$ cat config.mk
export PLATFORM = sky130hd
export DESIGN_NAME = vga_terminal
export DESIGN_NICKNAME = d
export VERILOG_FILES = /design/src/rtl/vga_terminal.sv
export SDC_FILE = /design/constraint.sdc
export NUM_CORES = 1
export LEC_CHECK = 0
export CORE_MARGIN = 2
export CORE_UTILIZATION = 40
export CTS_BUF_LIST = sky130_fd_sc_hd__clkbuf_16
export CTS_CLUSTER_DIAMETER = 30
export DETAILED_ROUTE_END_ITERATION = 8
export PLACE_DENSITY_LB_ADDON = 0.2
export SYNTH_ARGS = -nofsm -noshare
export SYNTH_HDL_FRONTEND = slang
export SYNTH_SLANG_ARGS = --single-unit
$ cat constraint.sdc
create_clock -name clk_in -period 3.2 [get_ports clk_in]
set_clock_uncertainty 0.15 [all_clocks]
set_input_delay 0.32 -clock clk_in [delete_from_list [all_inputs] [get_ports clk_in]]
set_output_delay 0.32 -clock clk_in [all_outputs]
set_load 0.03 [all_outputs]
$ cat src/rtl/vga_terminal.sv
// Character-stream front end for the 80x30 VGA text controller: decodes ASCII
// bytes, tracks the cursor and issues write / scroll / clear traffic.
module vga_terminal #(
  parameter int unsigned COLS      = 80,
  parameter int unsigned ROWS      = 30,
  parameter int unsigned TAB_WIDTH = 8
) (
  input  logic       clk_in,
  input  logic       rst_in,
  input  logic       char_valid_in,
  input  logic [6:0] char_in,
  output logic       char_ready_out,
  input  logic       vga_ready_in,
  output logic       vga_write_out,
  output logic [4:0] vga_row_out,
  output logic [6:0] vga_col_out,
  output logic [6:0] vga_data_out,
  output logic       vga_scroll_out,
  output logic [4:0] cursor_row_out,
  output logic [6:0] cursor_col_out
);

  localparam int unsigned RW = 5;
  localparam int unsigned CW = 7;
  localparam int unsigned DW = 7;
  localparam logic [RW-1:0] LAST_ROW = RW'(ROWS - 1);
  localparam logic [CW-1:0] LAST_COL = CW'(COLS - 1);
  localparam logic [7:0]    COLS8    = 8'(COLS);
  localparam logic [7:0]    TAB_MASK = 8'(TAB_WIDTH - 1);
  localparam logic [DW-1:0] SPACE    = 7'h20;

  typedef enum logic [2:0] {
    IDLE,
    WRITE,
    SCROLL,
    SCROLL_WAIT,
    CLEAR
  } state_t;

  state_t        state_q, state_d;
  logic [RW-1:0] cur_row_q, cur_row_d;
  logic [CW-1:0] cur_col_q, cur_col_d;
  logic [RW-1:0] wr_row_q, wr_row_d;
  logic [CW-1:0] wr_col_q, wr_col_d;
  logic [DW-1:0] wr_data_q, wr_data_d;
  logic          wr_adv_q, wr_adv_d;      // pending write advances the cursor
  logic          sw_first_q, sw_first_d;  // first SCROLL_WAIT cycle ignores ready
  logic [7:0]    col8, tab8;
  logic          do_adv;

  // State and datapath registers
  always_ff @(posedge clk_in or posedge rst_in) begin
    if (rst_in) begin
      state_q    <= IDLE;
      cur_row_q  <= '0;
      cur_col_q  <= '0;
      wr_row_q   <= '0;
      wr_col_q   <= '0;
      wr_data_q  <= '0;
      wr_adv_q   <= 1'b0;
      sw_first_q <= 1'b0;
    end else begin
      state_q    <= state_d;
      cur_row_q  <= cur_row_d;
      cur_col_q  <= cur_col_d;
      wr_row_q   <= wr_row_d;
      wr_col_q   <= wr_col_d;
      wr_data_q  <= wr_data_d;
      wr_adv_q   <= wr_adv_d;
      sw_first_q <= sw_first_d;
    end
  end

  // Byte decode, write/clear sequencing and line advance
  always_comb begin
    state_d    = state_q;
    cur_row_d  = cur_row_q;
    cur_col_d  = cur_col_q;
    wr_row_d   = wr_row_q;
    wr_col_d   = wr_col_q;
    wr_data_d  = wr_data_q;
    wr_adv_d   = wr_adv_q;
    sw_first_d = sw_first_q;
    do_adv     = 1'b0;
    col8       = 8'(cur_col_q);
    tab8       = (col8 | TAB_MASK) + 8'd1;

    case (state_q)
      IDLE: begin
        if (char_valid_in) begin
          if (char_in >= 7'h20 && char_in <= 7'h7E) begin
            wr_row_d  = cur_row_q;
            wr_col_d  = cur_col_q;
            wr_data_d = char_in;
            wr_adv_d  = 1'b1;
            state_d   = WRITE;
          end else if (char_in == 7'h0D) begin
            cur_col_d = '0;
          end else if (char_in == 7'h0A) begin
            do_adv = 1'b1;
          end else if (char_in == 7'h08) begin
            if (cur_col_q != '0) begin
              cur_col_d = CW'(col8 - 8'd1);
              wr_row_d  = cur_row_q;
              wr_col_d  = CW'(col8 - 8'd1);
              wr_data_d = SPACE;
              wr_adv_d  = 1'b0;
              state_d   = WRITE;
            end
          end else if (char_in == 7'h09) begin
            if (tab8 >= COLS8) begin
              cur_col_d = '0;
              do_adv    = 1'b1;
            end else begin
              cur_col_d = CW'(tab8);
            end
          end else if (char_in == 7'h0C) begin
            wr_row_d  = '0;
            wr_col_d  = '0;
            wr_data_d = SPACE;
            state_d   = CLEAR;
          end
        end
      end
      WRITE: begin
        if (vga_ready_in) begin
          state_d = IDLE;
          if (wr_adv_q) begin
            if (cur_col_q == LAST_COL) begin
              cur_col_d = '0;
              do_adv    = 1'b1;
            end else begin
              cur_col_d = CW'(col8 + 8'd1);
            end
          end
        end
      end
      SCROLL: begin
        if (vga_ready_in) begin
          state_d    = SCROLL_WAIT;
          sw_first_d = 1'b1;
        end
      end
      SCROLL_WAIT: begin
        if (sw_first_q) begin
          sw_first_d = 1'b0;
        end else if (vga_ready_in) begin
          state_d = IDLE;
        end
      end
      CLEAR: begin
        if (vga_ready_in) begin
          if (wr_col_q == LAST_COL) begin
            wr_col_d = '0;
            if (wr_row_q == LAST_ROW) begin
              cur_row_d = '0;
              cur_col_d = '0;
              state_d   = IDLE;
            end else begin
              wr_row_d = RW'(8'(wr_row_q) + 8'd1);
            end
          end else begin
            wr_col_d = CW'(8'(wr_col_q) + 8'd1);
          end
        end
      end
      default: state_d = IDLE;
    endcase

    // Bottom row scrolls instead of moving down
    if (do_adv) begin
      if (cur_row_q < LAST_ROW) begin
        cur_row_d = RW'(8'(cur_row_q) + 8'd1);
        state_d   = IDLE;
      end else begin
        state_d = SCROLL;
      end
    end
  end

  assign char_ready_out = (state_q == IDLE) & ~rst_in;
  assign vga_write_out  = ((state_q == WRITE) | (state_q == CLEAR)) & vga_ready_in;
  assign vga_scroll_out = (state_q == SCROLL) & vga_ready_in;
  assign vga_row_out    = wr_row_q;
  assign vga_col_out    = wr_col_q;
  assign vga_data_out   = wr_data_q;
  assign cursor_row_out = cur_row_q;
  assign cursor_col_out = cur_col_q;

endmodule

* After elaboration in Yosys (flattened, before gate mapping)
Index checks and enable logic that the tools add are counted.
Cells by class: add/sub/neg operators 6, $lt $le $gt $ge 4, eq/ne operators 44, muxes and demuxes 85, bitwise gates (word level) 5, reductions and logical operators 16
Operators by type and width (number):
- $mux W7 | 30
- $mux W5 | 17
- $mux W3 | 15
- $eq A7 B4 Y1 const B | 5
- $ne A3 B3 Y1 const B | 10
- $ne A4 B4 Y1 const B | 7
- $ne A2 B2 Y1 const B | 11
- $reduce_and A11 Y1 | 2
- $pmux W7 S3 | 1
- $mux W1 | 16
- $ne A5 B5 Y1 const B | 3
- $pmux W3 S5 | 1
- $add A7 B1 Y7 const B | 2
- $eq A7 B7 Y1 const B | 2
- $pmux W7 S2 | 1
- $add A5 B1 Y5 const B | 2
- $pmux W5 S2 | 1
- $reduce_and A10 Y1 | 1
- $add A7 B1 Y8 const B | 1
- $ge A8 B7 Y1 const B | 1
- $reduce_and A8 Y1 | 1
- $reduce_bool A2 Y1 | 4
- $ge A7 B6 Y1 const B | 1
- $le A7 B7 Y1 const B | 1
- 19 further kinds | 24
Storage, ports and cells: flip-flop bits (word level) 36, input bits 11, output and inout port bits 34, logic and storage cells 168

* Depth between registers and ports, before layout
Gate-level depths: netlist of the first run.
depth in word-level cells 12, depth in mapped cells 9, gate-level depth less buffers 8

* Least setup slack after synthesis of the first run
OpenSTA, ideal clock, no wires.
path kind reg2reg, from register cur_col_q[3], in the netlist cursor_col_out[3], to register cur_row_q[4], in the netlist cursor_row_out[4], setup time 124 ps, data arrival time 2501 ps, data required time 2926 ps, setup slack 425 ps, cell stages (with the launch flop) 10, buffers on the path 1, period minus slack after synthesis 2775 ps, path through dfrtp_1 > clkbuf_1 > inv_1 > ha_1 > nand2b_1 > a31oi_1 > nor4_1 > o21bai_1 > and2_1 > a211o_1
On the way: word-level cells in the longest chain between the ends 11, elaborated cells between the ends (all ways) 15, classes of those cells add/sub (1); order compare (1); eq/ne (1); mux (12)
Ends and longest elaborated chain:
- start: declaration | line 42 | logic [CW-1:0] cur_col_q, cur_col_d;
- start signal: assignment | line 65 | cur_col_q <= cur_col_d;
- $add A7 B1 Y8 | line 86 | tab8 = (col8 | TAB_MASK) + 8'd1;
- $ge A8 B7 Y1 | line 111 | if (tab8 >= COLS8) begin
- $mux W1 | line 111
- $mux W1 | line 110 | end else if (char_in == 7'h09) begin
- $mux W1 | line 101 | end else if (char_in == 7'h08) begin
- $mux W1 | line 99 | end else if (char_in == 7'h0A) begin
- $mux W1 | line 97 | end else if (char_in == 7'h0D) begin
- $mux W1 | line 91 | if (char_in >= 7'h20 && char_in <= 7'h7E) begin
- $mux W1 | line 90 | if (char_valid_in) begin
- $pmux W1 S2 * | line 88 | case (state_q)
- $mux W5 * | line 171 | if (do_adv) begin
- net cur_row_d[4] | line 41 | logic [RW-1:0] cur_row_q, cur_row_d;
- end signal: assignment | line 64 | cur_row_q <= cur_row_d;
- end: declaration | line 41
The timed path passes the listed nets; every way through them passes the cells marked *. A chain may end at the register's enable or synchronous reset.

* Worst setup path in the final report of the first run
from register cur_col_q[1], in the netlist cursor_col_out[1], to register wr_data_q[5], in the netlist vga_data_out[5]
On the way: word-level cells in the longest chain between the ends 3
Ends and longest elaborated chain:
- $reduce_bool A7 Y1 | line 102 | if (cur_col_q != '0) begin
- $ne A3 B2 Y1 (no line)
- $reduce_and A7 Y1 (no line)
- end signal: assignment | line 68 | wr_data_q <= wr_data_d;
- end: declaration | line 45 | logic [DW-1:0] wr_data_q, wr_data_d;
Every way passes these cells.

==> metrics.yaml, run 1 <==
viasPerCell: 5.78
layout_min_cycle_time_ns: 2.88
yosysUniqueCellTypes: 59
crit_path_start_kind: "flop"
clock.fmax_ghz: 0.348
cts_resized: 0
maxSlewViolCount: 0
grt_pass1_wl_mm: 12.8
finalCritPeriodShare: 0.899
status: "finished, final reports clean"
syn_area_mm2: 0.00280
critPathKind: "flop to flop"
initial_core_util: 0.412
clockBufferDepth: 2
dr.pass1.iters: 5
syn_nets: 364
grt_max_degree: 24
multi_input_area_mm2: 0.00172
worst_slew_pin_slew_ns: 1.16
yosysWarnings: 0
cp.required_ns: 3.16
drc_errors: 0
clkTransAtPathRegs_ns: 0.06
power.density_mw_per_mm2: 905
io_pins: 45
fillers: 656
setup_viol: 0
ys_top_cells_by_area: "dfrtp_1, o21ai_0, nand2_1, ha_1, a21oi_1"
cts_max_level: 2
max_slew_margin: 0.218
vdd_drop_max_v: 0.000538
ys_seq_area_frac: 0.322
place_congestion: 0.891
overflow: 0
cap_violations: 0
synth_seq_cells: 36
core_area_mm2: 0.00679
routedWlPerCell_um: 16.1
cts_sinks: 36
cts_tree: "yes"
hold_buffers: 0
post_cts_buffers: 0
synth.avg_cell_area_um2: 8.16
synth_top_area_frac: 0.322
async_reset_ff_frac: 1.00
port-buffer-count: 44
final_util: 0.522
dr_total_vias: 2851
route.antenna.remaining_nets: 0
die_x_um: 87.7
leakagePower_uw: 0.00145
antenna_found_initial: 0
diodes: 0
worst-r2r-setup-slack_ns: 0.32
hp-class: "flop to flop"
seqCellArea_um2: 901
worstPathArrival_ns: 2.83
finalSetupTns_ns: 0
grt.total_usage: 0.209
finalHoldViolCount: 0
num_rows: 30
fp.dieArea_mm2: 0.00768
synthCells: 343
yosysTopAreaCell: "dfrtp_1"
drt_iter0_markers: 217
placed_cells: 485
nets: 417
clk_latency_ns: 0.28
dp_hpwl_mm: 5.80
synth-edff-count: 0
die_h_um: 87.7
numCtsBuffers: 5
final_layout_size_suffix_gt1_frac: 0.113
ys.flop_type: "dfrtp_1"
routed_wl_mm: 7.94
rsz0062_at_grt: "false"
cts.root.buffer_cell: "clkbuf_16"
crit_fanout: 14
cp-end-kind: "flop"
instances_no_fill: 493
first_global_vias: 2573
syn_to_final_growth_pct: 26.6
metrics by stage:
stage	total power (uW)	worst slack [ns]	instance area (um2)	hold WS [ns]
finish	3210	0.324	3540	0.324
global route	3430	0.110	3540	0.354
CTS	3200	0.416	3540	0.332
detailed placement	2710	0.133	3400	0.319
global placement	2690	0.151	3400	0.314
floorplan	2060	0.425	2800	0.306
Yosys cell counts (5+ instances only):
master     n
nor2_1    21
nor3b_1    7
and3_1     5
nand4_1    5
nand3_1   16
o32ai_1    5
o22ai_1    5
o31ai_1    6
a211oi_1   5
inv_1     14
a31oi_1    9
dfrtp_1   36
clkbuf_1  14
o211ai_1   6
ha_1      10
nor3_1    11
a21oi_1   24
nor2b_1    6
nand2_1   36
o21ai_0   32
a21o_1     5
flip-flops by register name (all words and copies together), names as in the netlist:
register        count
state_q             3
vga_col_out         7
cursor_row_out      5
wr_adv_q            1
cursor_col_out      7
sw_first_q          1
vga_row_out         5
vga_data_out        7
final cells by class:
cell class,count,area share
Clock buffer,5,0.0353
Timing Repair Buffer,67,0.173
Inverter,14,0.0148
Sequential cell,36,0.254
Clock inverter,3,0.00424
Multi-Input combinational cell,272,0.484
Tap cell,96,0.0339
worst max-delay path, stage by stage, from the launching register on:
cell,delay (ns)
dfrtp_1,0.42
inv_1,0.14
ha_1,0.15
nor4b_1,0.38
buf_4,0.22
a31oi_1,0.08
o21ai_0,0.92
o21ai_0,0.25
cell families after synthesis:
logic type,synth area share
compound gates,0.310
xor+xnor,0.00626
fa+ha+maj,0.0447
buf+inv,0.0648
flops,0.322
mux,0.00402
simple gates,0.248
power breakdown:
group	leakage (uW)	internal [uW]	switching [uW]	total [uW]
registers	0.000470	612	215	826
logic	0.000908	764	1140	1900
clock network	0.0000687	283	193	476
placed cells by master (no fill, tap or decap), types with 2 or more instances in the layout:
cell type	synthesis	layout
o31ai_1	6	6
o32ai_1	5	5
or3_1	3	3
nor3_1	11	11
nand2b_1	3	3
o211ai_1	6	6
nor4b_1	3	3
a22oi_1	2	2
nor3b_1	7	7
or4b_4	2	2
o221ai_1	2	2
a211oi_1	5	5
inv_1	14	15
o21ai_0	32	32
and3_1	5	5
and2_1	3	3
clkbuf_16	0	5
dfrtp_1	36	36
nor4_1	4	4
buf_4	1	23
nand4_1	5	5
a31oi_1	9	9
nor2b_1	6	6
a21o_1	5	5
a21oi_1	24	24
or2_2	2	2
o2bb2ai_1	3	3
or3b_2	2	2
nand3_1	16	16
o22ai_1	5	5
o41ai_1	2	2
nor2_1	21	21
a211o_1	2	2
nand2_1	36	36
a31o_2	2	2
ha_1	10	10
a21boi_0	2	2
a22o_1	4	4
clkdlybuf4s50_1	0	44
path summary, 6_finish.rpt:
check	from	end	cells past startpoint
max	cursor_col_out[1]$_DFFE_PP0P_	vga_data_out[5]$_DFFE_PP0P_	7
min	vga_data_out[4]$_DFFE_PP0P_	vga_data_out[4]$_DFFE_PP0P_	2
max reg2reg	cursor_col_out[1]$_DFFE_PP0P_	vga_data_out[5]$_DFFE_PP0P_	7
min reg2reg	vga_data_out[4]$_DFFE_PP0P_	vga_data_out[4]$_DFFE_PP0P_	2
max in group asynchronous	rst_in	vga_col_out[4]$_DFFE_PP0P_	3
min in group asynchronous	rst_in	vga_data_out[1]$_DFFE_PP0P_	2
routing by layer:
metal	routed length [um]	GRT usage	vias to the layer above
li1	-	-	1403
met3	444	0.0368	8
met4	129	0.0503	0
met2	3620	0.326	91
met1	3740	0.301	1349
met5	0	0	-
No activity file was read; power rests on OpenSTA's default activity.
==> run 2: changes to the inputs <==
--- a/config.mk
+++ b/config.mk
@@ -5,9 +5,10 @@
 export SDC_FILE = /design/constraint.sdc
 export NUM_CORES = 1
 export LEC_CHECK = 0
+export CAP_MARGIN = 20
 export CORE_MARGIN = 2
 export CORE_UTILIZATION = 40
-export CTS_BUF_LIST = sky130_fd_sc_hd__clkbuf_16
+export CTS_BUF_LIST = sky130_fd_sc_hd__clkbuf_2 sky130_fd_sc_hd__clkbuf_4 sky130_fd_sc_hd__clkbuf_8
 export CTS_CLUSTER_DIAMETER = 30
 export DETAILED_ROUTE_END_ITERATION = 8
 export PLACE_DENSITY_LB_ADDON = 0.2
==> run 2 against run 1 <==
Combinational power hardly changed. Critical path depth fell by 1. Total power down 3.6%. Final cell count up 0.20%. Hold slack improved by 0.0064 ns.
==> metrics.yaml, run 2 (synthesis gave the netlist of run 1 again) <==
status: "finished, final reports clean"  # unchanged
rsz0062_at_grt: "false"  # unchanged
routed_wl_mm: 7.82  # was 7.94 mm
io_pins: 45  # unchanged
crit_path_start_kind: "input port"  # was flop
nets: 418  # was 417
total_power_uw: 3090  # was 3210 uW
drc_errors: 0  # unchanged
cp_common_cell: "or4b_4"  # was o21ai_0
finalSetupTns_ns: 0  # unchanged
port-buffer-count: 44  # unchanged
fp.dieArea_mm2: 0.00768  # unchanged
grt_max_degree: 24  # unchanged
crit_family: "simple AND/OR/NAND/NOR gates"  # was compound AO/OA/AOI/OAI gates
crit_buf_inv: 1  # was 2
viasPerCell: 5.75  # was 5.78
critPathKind: "input port to flop"  # was flop to flop
layout_min_cycle_time_ns: 2.77  # was 2.88 ns
cts_resized: 0  # unchanged
routedWlPerCell_um: 15.8  # was 16.1 um
cts.root.buffer_cell: "clkbuf_8"  # was clkbuf_16
path_cells: "clkdlybuf4s50_1 > or4b_4 > or3_1 > and3_4 > or4b_4 > mux2_2"  # was inv_1 > ha_1 > nor4b_1 > buf_4 > a31oi_1 > o21ai_0 > o21ai_0
setup_viol: 0  # unchanged
dr.pass1.iters: 5  # unchanged
cp.required_ns: 3.24  # was 3.16 ns
first_global_vias: 2572  # was 2573
worst_slew_pin_slew_ns: 0.972  # was 1.16 ns
final_cell_mix: "clkdlybuf4s50_1, nand2_1, dfrtp_1"  # unchanged
leakagePower_uw: 0.00143  # was 0.00145 uW
mostFrequentLayoutCell: "clkdlybuf4s50_1"  # unchanged
num_rows: 30  # unchanged
drt_iter0_markers: 199  # was 217
final_layout_size_suffix_gt1_frac: 0.121  # was 0.113
cp-end-kind: "flop"  # unchanged
min_path_cells: 2  # unchanged
overflow: 0  # unchanged
finalHoldViolCount: 0  # unchanged
grt.total_usage: 0.211  # was 0.209
place_congestion: 0.891  # unchanged
crit_fanout: 12  # was 14
core_area_mm2: 0.00679  # unchanged
cts_sinks: 36  # unchanged
power.density_mw_per_mm2: 881  # was 905 mW/mm2
max_slew_margin: 0.351  # was 0.218
dp_hpwl_mm: 5.85  # was 5.80 mm
r2r_cells: 8  # was 7
hold_buffers: 0  # unchanged
max_stage_delay_ns: 0.61  # was 0.92 ns
syn_to_final_growth_pct: 25.3  # was 26.6%
numCtsBuffers: 5  # unchanged
final_util: 0.516  # was 0.522
stdcell_area_mm2: 0.00351  # was 0.00354 mm2
clockBufferDepth: 2  # unchanged
vdd_drop_max_v: 0.000458  # was 0.000538 V
finalCritPeriodShare: 0.866  # was 0.899
hp-class: "flop to flop"  # unchanged
clk_latency_ns: 0.29  # was 0.28 ns
clock.fmax_ghz: 0.361  # was 0.348 GHz
die_h_um: 87.7  # unchanged
cts_tree: "yes"  # unchanged
clkTransAtPathRegs_ns: 0.08  # was 0.06 ns
critical_path_depth: 6  # was 7
placed_area_mm2: 0.00341  # was 0.00340 mm2
grt_pass1_wl_mm: 12.9  # was 12.8 mm
cts_max_level: 2  # unchanged
initial_core_util: 0.412  # unchanged
cap_violations: 0  # unchanged
post_cts_buffers: 0  # unchanged
dr_total_vias: 2840  # was 2851
worstPathArrival_ns: 2.80  # was 2.83 ns
antenna_found_initial: 0  # unchanged
die_x_um: 87.7  # unchanged
maxSlewViolCount: 0  # unchanged
route.antenna.remaining_nets: 0  # unchanged
diodes: 0  # unchanged
crit_path_top_delay_cell: "or4b_4"  # was o21ai_0
==> run 2: cell types whose count changed in the layout (fill, tap and decap cells not counted) <==
cell and delta:
clkbuf_8 +6, clkbuf_4 +1, inv_1 -1, clkbuf_16 -5, clkinv_1 -1, buf_2 +1
==> run 2: metrics by stage <==
stage               instances  hold slack [ns]  worst slack (ns)
finish                    494            0.331             0.430
global route              494            0.361             0.217
CTS                       494            0.338             0.439
detailed placement        486            0.319             0.119
global placement          485            0.314             0.151
floorplan                 343            0.306             0.425
==> run 2: routing by layer <==
| metal | vias up | track usage | wire, um |
|---|---|---|---|
| li1 | 1411 | - | - |
| met1 | 1344 | 0.313 | 3850 |
| met2 | 79 | 0.318 | 3530 |
| met3 | 6 | 0.0377 | 346 |
| met4 | 0 | 0.0517 | 91 |
| met5 | - | 0 | 0 |
==> run 2: layout make-up <==
type                       instances  area, um2
inverter                          14       52.6
sequential                        36        901
fill                             674       3290
multi-input combinational        272       1720
clock inverter                     1       7.51
tap                               96        120
timing repair buffer              68        618
clock buffer                       7       90.1
==> run 2: path summary, 6_finish.rpt <==
check / to / from / slack (ns)
worst max register to register: vga_col_out[0]$_DFFE_PP0P_ / cursor_col_out[1]$_DFFE_PP0P_ / 0.46
worst min-delay path: vga_data_out[0]$_DFFE_PP0P_ / vga_data_out[0]$_DFFE_PP0P_ / 0.33
worst max-delay path: vga_col_out[0]$_DFFE_PP0P_ / char_in[4] / 0.43
worst min register to register: vga_data_out[0]$_DFFE_PP0P_ / vga_data_out[0]$_DFFE_PP0P_ / 0.33
min in group asynchronous: vga_data_out[0]$_DFFE_PP0P_ / rst_in / 0.44
max in group asynchronous: vga_col_out[5]$_DFFE_PP0P_ / rst_in / 1.78
==> run 2: report_power, final <==
group          leakage, uW  internal, uW  switching (uW)  total, uW
combinational     0.000911           766            1130       1900
clock            0.0000479           184             179        362
sequential        0.000470           610             220        830
==> run 2: worst min-delay path: stages (launching register included) <==
cell and delay [ns]:
dfrtp_1 0.35, nand2_1 0.04, o21ai_0 0.06
